$ cat src/rtl/pulse_gen_pkg.sv
// Shared types and elaboration helpers for the pulse generator.
package pulse_gen_pkg;

  // Generator phases. IDLE means nothing in flight and nothing queued.
  typedef enum logic [1:0] {
    IDLE = 2'd0,
    HIGH = 2'd1,
    LOW  = 2'd2
  } state_t;

  // Larger of two elaboration-time integers.
  function automatic int max2(input int a, input int b);
    return (a > b) ? a : b;
  endfunction

  // Width of the phase down-counter: it must hold the longer of the two phases.
  function automatic int phase_width(input int hi_cyc, input int lo_cyc);
    return $clog2(max2(hi_cyc, lo_cyc) + 1);
  endfunction

endpackage

$ cat src/rtl/pulse_gen.sv
// pulse_gen: turns single-cycle trigger events into a clean level waveform.
// Each accepted trigger yields one HIGH_CYC-long high phase followed by a
// guaranteed LOW_CYC-long low gap. Triggers that arrive while a pulse is in
// flight are counted (never merged) and replayed back-to-back.
//
// Handshake: trig is a fire-and-forget request, one request per high cycle,
// sampled on every rising clk edge. There is no ready; a request that finds the
// pending counter full is dropped and flagged by a one-cycle overflow pulse.
// dbg_state mirrors the FSM register for checkers.
module pulse_gen
  import pulse_gen_pkg::*;
#(
  parameter int HIGH_CYC   = 2,
  parameter int LOW_CYC    = 1,
  parameter int PEND_DEPTH = 4
) (
  input  logic                            clk,
  input  logic                            rst_n,
  input  logic                            trig,
  output logic                            sig_out,
  output logic                            busy,
  output logic [$clog2(PEND_DEPTH+1)-1:0] pend_cnt,
  output logic                            overflow,
  output state_t                          dbg_state
);

  localparam int PH_W = phase_width(HIGH_CYC, LOW_CYC);
  localparam int PC_W = $clog2(PEND_DEPTH + 1);

  // Down-counter reload values: the phase ends when the counter reads zero.
  localparam logic [PH_W-1:0] PH_HIGH_LAST = PH_W'(HIGH_CYC - 1);
  localparam logic [PH_W-1:0] PH_LOW_LAST  = PH_W'(LOW_CYC - 1);
  localparam logic [PC_W-1:0] PEND_FULL    = PC_W'(PEND_DEPTH);

  // Parameter sanity: zero-length phases or an empty queue make no sense.
  if (HIGH_CYC < 1 || LOW_CYC < 1 || PEND_DEPTH < 1) begin : g_param_check
    $fatal(1, "pulse_gen: HIGH_CYC, LOW_CYC and PEND_DEPTH must all be >= 1");
  end

  state_t            r_state;
  logic [PH_W-1:0]   r_phase;
  logic [PC_W-1:0]   r_pend;
  logic              r_sig;
  logic              r_busy;
  logic              r_ovf;

  state_t            w_state_nxt;
  logic [PH_W-1:0]   w_phase_nxt;
  logic [PC_W-1:0]   w_pend_nxt;
  logic              w_ovf_nxt;
  logic              w_start;
  logic [PC_W:0]     w_req;

  // A start point is either idle or the final cycle of the low gap, so
  // back-to-back pulses repeat every HIGH_CYC+LOW_CYC cycles with no extra gap.
  always_comb begin
    w_start = (r_state == IDLE) || ((r_state == LOW) && (r_phase == '0));
    w_req   = {1'b0, r_pend} + {{PC_W{1'b0}}, trig};
  end

  // Next-state, phase counter and pending-queue bookkeeping.
  always_comb begin
    w_state_nxt = r_state;
    w_phase_nxt = r_phase;
    w_pend_nxt  = r_pend;
    w_ovf_nxt   = 1'b0;

    if (w_start) begin
      // The head of the queue (or the fresh trig) is consumed here. With a full
      // queue plus a simultaneous trig the net count is unchanged: no drop.
      if (w_req != '0) begin
        w_state_nxt = HIGH;
        w_phase_nxt = PH_HIGH_LAST;
        w_pend_nxt  = PC_W'(w_req - {{PC_W{1'b0}}, 1'b1});
      end else begin
        w_state_nxt = IDLE;
        w_phase_nxt = '0;
      end
    end else begin
      case (r_state)
        HIGH: begin
          if (r_phase == '0) begin
            w_state_nxt = LOW;
            w_phase_nxt = PH_LOW_LAST;
          end else begin
            w_phase_nxt = r_phase - PH_W'(1);
          end
        end
        LOW: begin
          // The zero case is a start point and handled above.
          w_phase_nxt = r_phase - PH_W'(1);
        end
        default: begin
          w_state_nxt = IDLE;
          w_phase_nxt = '0;
        end
      endcase

      // Mid-pulse triggers are queued; a full queue drops them visibly.
      if (trig) begin
        if (r_pend < PEND_FULL) begin
          w_pend_nxt = r_pend + PC_W'(1);
        end else begin
          w_ovf_nxt = 1'b1;
        end
      end
    end
  end

  // State register; outputs are registered from the next state so they never glitch.
  always_ff @(posedge clk or negedge rst_n) begin
    if (!rst_n) begin
      r_state <= IDLE;
      r_phase <= '0;
      r_pend  <= '0;
      r_sig   <= 1'b0;
      r_busy  <= 1'b0;
      r_ovf   <= 1'b0;
    end else begin
      r_state <= w_state_nxt;
      r_phase <= w_phase_nxt;
      r_pend  <= w_pend_nxt;
      r_sig   <= (w_state_nxt == HIGH);
      r_busy  <= (w_state_nxt != IDLE);
      r_ovf   <= w_ovf_nxt;
    end
  end

  assign sig_out   = r_sig;
  assign busy      = r_busy;
  assign pend_cnt  = r_pend;
  assign overflow  = r_ovf;
  assign dbg_state = r_state;

  // Structural invariants of the output set.
  a_sig_implies_busy : assert property (@(posedge clk) disable iff (!rst_n)
    sig_out |-> busy);
  a_pend_bounded : assert property (@(posedge clk) disable iff (!rst_n)
    pend_cnt <= PEND_FULL);
  a_ovf_only_when_full : assert property (@(posedge clk) disable iff (!rst_n)
    overflow |-> (pend_cnt == PEND_FULL));

endmodule

$ cat config.mk
export PLATFORM = sky130hd
export DESIGN_NAME = pulse_gen
export DESIGN_NICKNAME = d
export VERILOG_FILES = /design/src/rtl/pulse_gen_pkg.sv /design/src/rtl/pulse_gen.sv
export SDC_FILE = /design/constraint.sdc
export NUM_CORES = 1
export LEC_CHECK = 0
export ABC_AREA = 1
export CELL_PAD_IN_SITES_DETAIL_PLACEMENT = 1
export CELL_PAD_IN_SITES_GLOBAL_PLACEMENT = 2
export CORE_MARGIN = 2
export CORE_UTILIZATION = 33
export DETAILED_ROUTE_END_ITERATION = 7
export PLACE_DENSITY_LB_ADDON = 0.1
export SLEW_MARGIN = 20
export SYNTH_ARGS = -nofsm -noshare
export SYNTH_HDL_FRONTEND = slang
export SYNTH_SLANG_ARGS = --single-unit
$ cat constraint.sdc
create_clock -name clk -period 4.5 [get_ports clk]
set_input_delay 0.9 -clock clk [delete_from_list [all_inputs] [get_ports clk]]
set_output_delay 0.9 -clock clk [all_outputs]
set_load 0.005 [all_outputs]
==> reports/metrics.cfg <==
[sta]
slew_viol_final=0
setup_violations=0
period_share_pct=52.9
layout_min_cycle_time_ns=2.38
tightest_slew_ns=0.457
rsz0062_at_grt=false
hold_viol=0
max_freq_ghz=0.420
setup_tns_ns=0
slew_headroom_pct=69.4
finClkSkew_ns=0.00242

[cts]
cts_resized=0
clk_latency_ns=0.26
cts_tree=done
cts_buffers=3
holdBufCountCts=0
clkTransAtPathRegs_ns=0.06
root_buffer=clkbuf_4
clk_path_buf_depth=2
cts_setup_buffers=0
cts-htree-levels=1
clock_sinks=10

[die]
io_pins=11
start_util_pct=35.9
die_width_um=50.7
die_h_um=50.7
num_rows=16
die_area_um2=2570
core_um2=2000

[place]
dp.cells=116
gp_congestion=0.704
portBuffers=10
dpl.hpwl_mm=1.12

[synth]
netlist_instances=80
synth_nets=94
ys_ff_latch=10
yosysWarningCount=0
syn_area_per_cell_um2=8.98
synthDistinctLibCells=20
synth_seq_area_share_pct=34.8
syn_area_um2=718

[global_routing]
grt_pass1_wl_mm=2.61
grt_pass1_vias=573
grt_max_degree=11
antenna_found_initial=0
grt_usage_pct=13.4
grt_remaining_overflow=0

[final_layout]
n_antenna_cell=0
final_nets=108
drive_gt1_share_pct=16.1
finalNonFillerCells=120
area_delta_synth_final_pct=22.1
utilization_pct=43.8

[power_and_ir_drop]
p_leak_nw=0.423
power_uw=691
powerDensity_nw_per_um2=787
ir_drop_uv=355

[job]
max-cap-violations=0

[outcome]
outcome=complete, no violations

[drt]
firstDrtPassIters=4
routedWlPerCell_um=11.4
via_per_inst=4.43
routed_wl_mm=1.37
vias=531
drc=0
ant_nets=0
drt_iter0_markers=7

[min_path]
hold_class=flop to flop
whs_path_depth=2

[critical_path]
crit_slowest_cell=clkdlybuf4s50_1
worst-path-buf-inv=2
critPathTopFamily=adder cells
worstSetupPathType=input port to flop
path_max_fanout=8
end_kind=flop
path_depth=10
crit_required_ns=4.65
cp_slowest_stage_delay_ns=0.46
start_kind=input port
cp.arrival_ns=2.54
ff2ff_path_depth=9
cp_common_cell=ha_1
crit_chain=clkdlybuf4s50_1 -> ha_1 -> ha_1 -> inv_1 -> ha_1 -> nand3_2 -> nand2_8 -> nand2_2 -> nand2_1 -> nand2_1

[metal layers]
metal  GRT usage [%]  vias up  share of wire (%)
met1            19.2      234                 53
met4            1.35        0                  0
met2            19.3       11                 43
met3            5.65        0                4.2
li1                -      286                  -
met5               0        -                  0
[placed cells by master, fill, tap and decap left out]
cell | Yosys | routed
nor2_1 | 3 | 3
nand3_1 | 7 | 7
clkdlybuf4s50_1 | 0 | 10
o21ai_0 | 2 | 2
nand2_4 | 1 | 1
inv_4 | 2 | 2
a21oi_4 | 2 | 2
ha_1 | 11 | 11
o21ai_1 | 2 | 2
a21oi_1 | 3 | 3
inv_1 | 9 | 9
clkbuf_8 | 0 | 1
clkbuf_4 | 0 | 3
nand3_2 | 2 | 2
inv_2 | 1 | 1
a22oi_1 | 1 | 1
dfrtp_1 | 10 | 10
nand3b_1 | 1 | 1
nand2_8 | 1 | 1
nand2_2 | 2 | 2
xor2_1 | 1 | 1
nand2_1 | 18 | 18
[synthesized netlist by cell type]
cell / instances / area (um^2)
a21oi_1: 3 / 15.0
ha_1: 11 / 138
buf_6: 1 / 11.3
nand3b_1: 1 / 7.51
nand2_4: 1 / 11.3
nand2_2: 2 / 12.5
nand3_1: 7 / 35.0
nand3_2: 2 / 20.0
xor2_1: 1 / 8.76
a22oi_1: 1 / 7.51
o21ai_1: 2 / 10.0
a21oi_4: 2 / 32.5
inv_2: 1 / 3.75
inv_4: 2 / 12.5
dfrtp_1: 10 / 250
nand2_1: 18 / 67.6
nor2_1: 3 / 11.3
inv_1: 9 / 33.8
o21ai_0: 2 / 10.0
nand2_8: 1 / 20.0
[worst reg2reg max path: stages, from the launching register on]
cell	delay [ns]
dfrtp_1	0.43
ha_1	0.22
ha_1	0.27
inv_1	0.08
ha_1	0.16
nand3_2	0.13
nand2_8	0.11
nand2_2	0.07
nand2_1	0.06
nand2_1	0.05
[logic make-up (layout without fill, tap and decap cells)]
family | after synthesis | count (layout) | synth area share, %
and+or+nand+nor | 35 | 35 | 25.8
buffers and inverters | 13 | 26 | 8.54
adders and majority gates | 11 | 11 | 19.2
AOI/OAI and AO/OA | 10 | 10 | 10.5
DFF | 10 | 10 | 34.8
xor gates and xnor gates | 1 | 1 | 1.22
[through the flow]
step	worst slack, ns	area, um^2	hold WS, ns
4_1_cts	2.09	877	0.640
3_5_place_dp	1.81	841	0.624
6_report	2.12	877	0.617
3_3_place_gp	1.84	841	0.612
5_1_grt	1.95	877	0.672
2_1_floorplan	2.46	718	0.565
[sequential cells by signal, summed over array words and instances, names as in the netlist]
signal / cells
dbg_state: 2
r_phase: 2
pend_cnt: 3
overflow: 1
busy: 1
sig_out: 1
[final cells by class]
type / instances / area (um^2)
repair buffers: 10 / 100
multi-input cells: 57 / 407
flip-flops and latches: 10 / 250
fillers: 245 / 1120
inverters: 12 / 50.0
clock buffers: 4 / 36.3
well taps: 27 / 33.8
[power breakdown]
part | internal, mW | total [mW] | switching [mW] | leakage [nW]
Sequential | 0.132 | 0.171 | 0.0394 | 0.126
Combinational | 0.192 | 0.441 | 0.249 | 0.276
Clock | 0.0491 | 0.0784 | 0.0293 | 0.0210
[path summary, 6_finish.rpt]
path	from	end	slack, ns
hold reg to reg	pend_cnt[0]	pend_cnt[0]	0.62
hold / removal	pend_cnt[0]	pend_cnt[0]	0.62
max in group asynchronous	rst_n	pend_cnt[2]	3.23
setup reg to reg	pend_cnt[0]	pend_cnt[1]	2.80
min in group asynchronous	rst_n	pend_cnt[1]	0.96
setup / recovery	trig	pend_cnt[1]	2.12
Power figures use the tool's default switching activity.
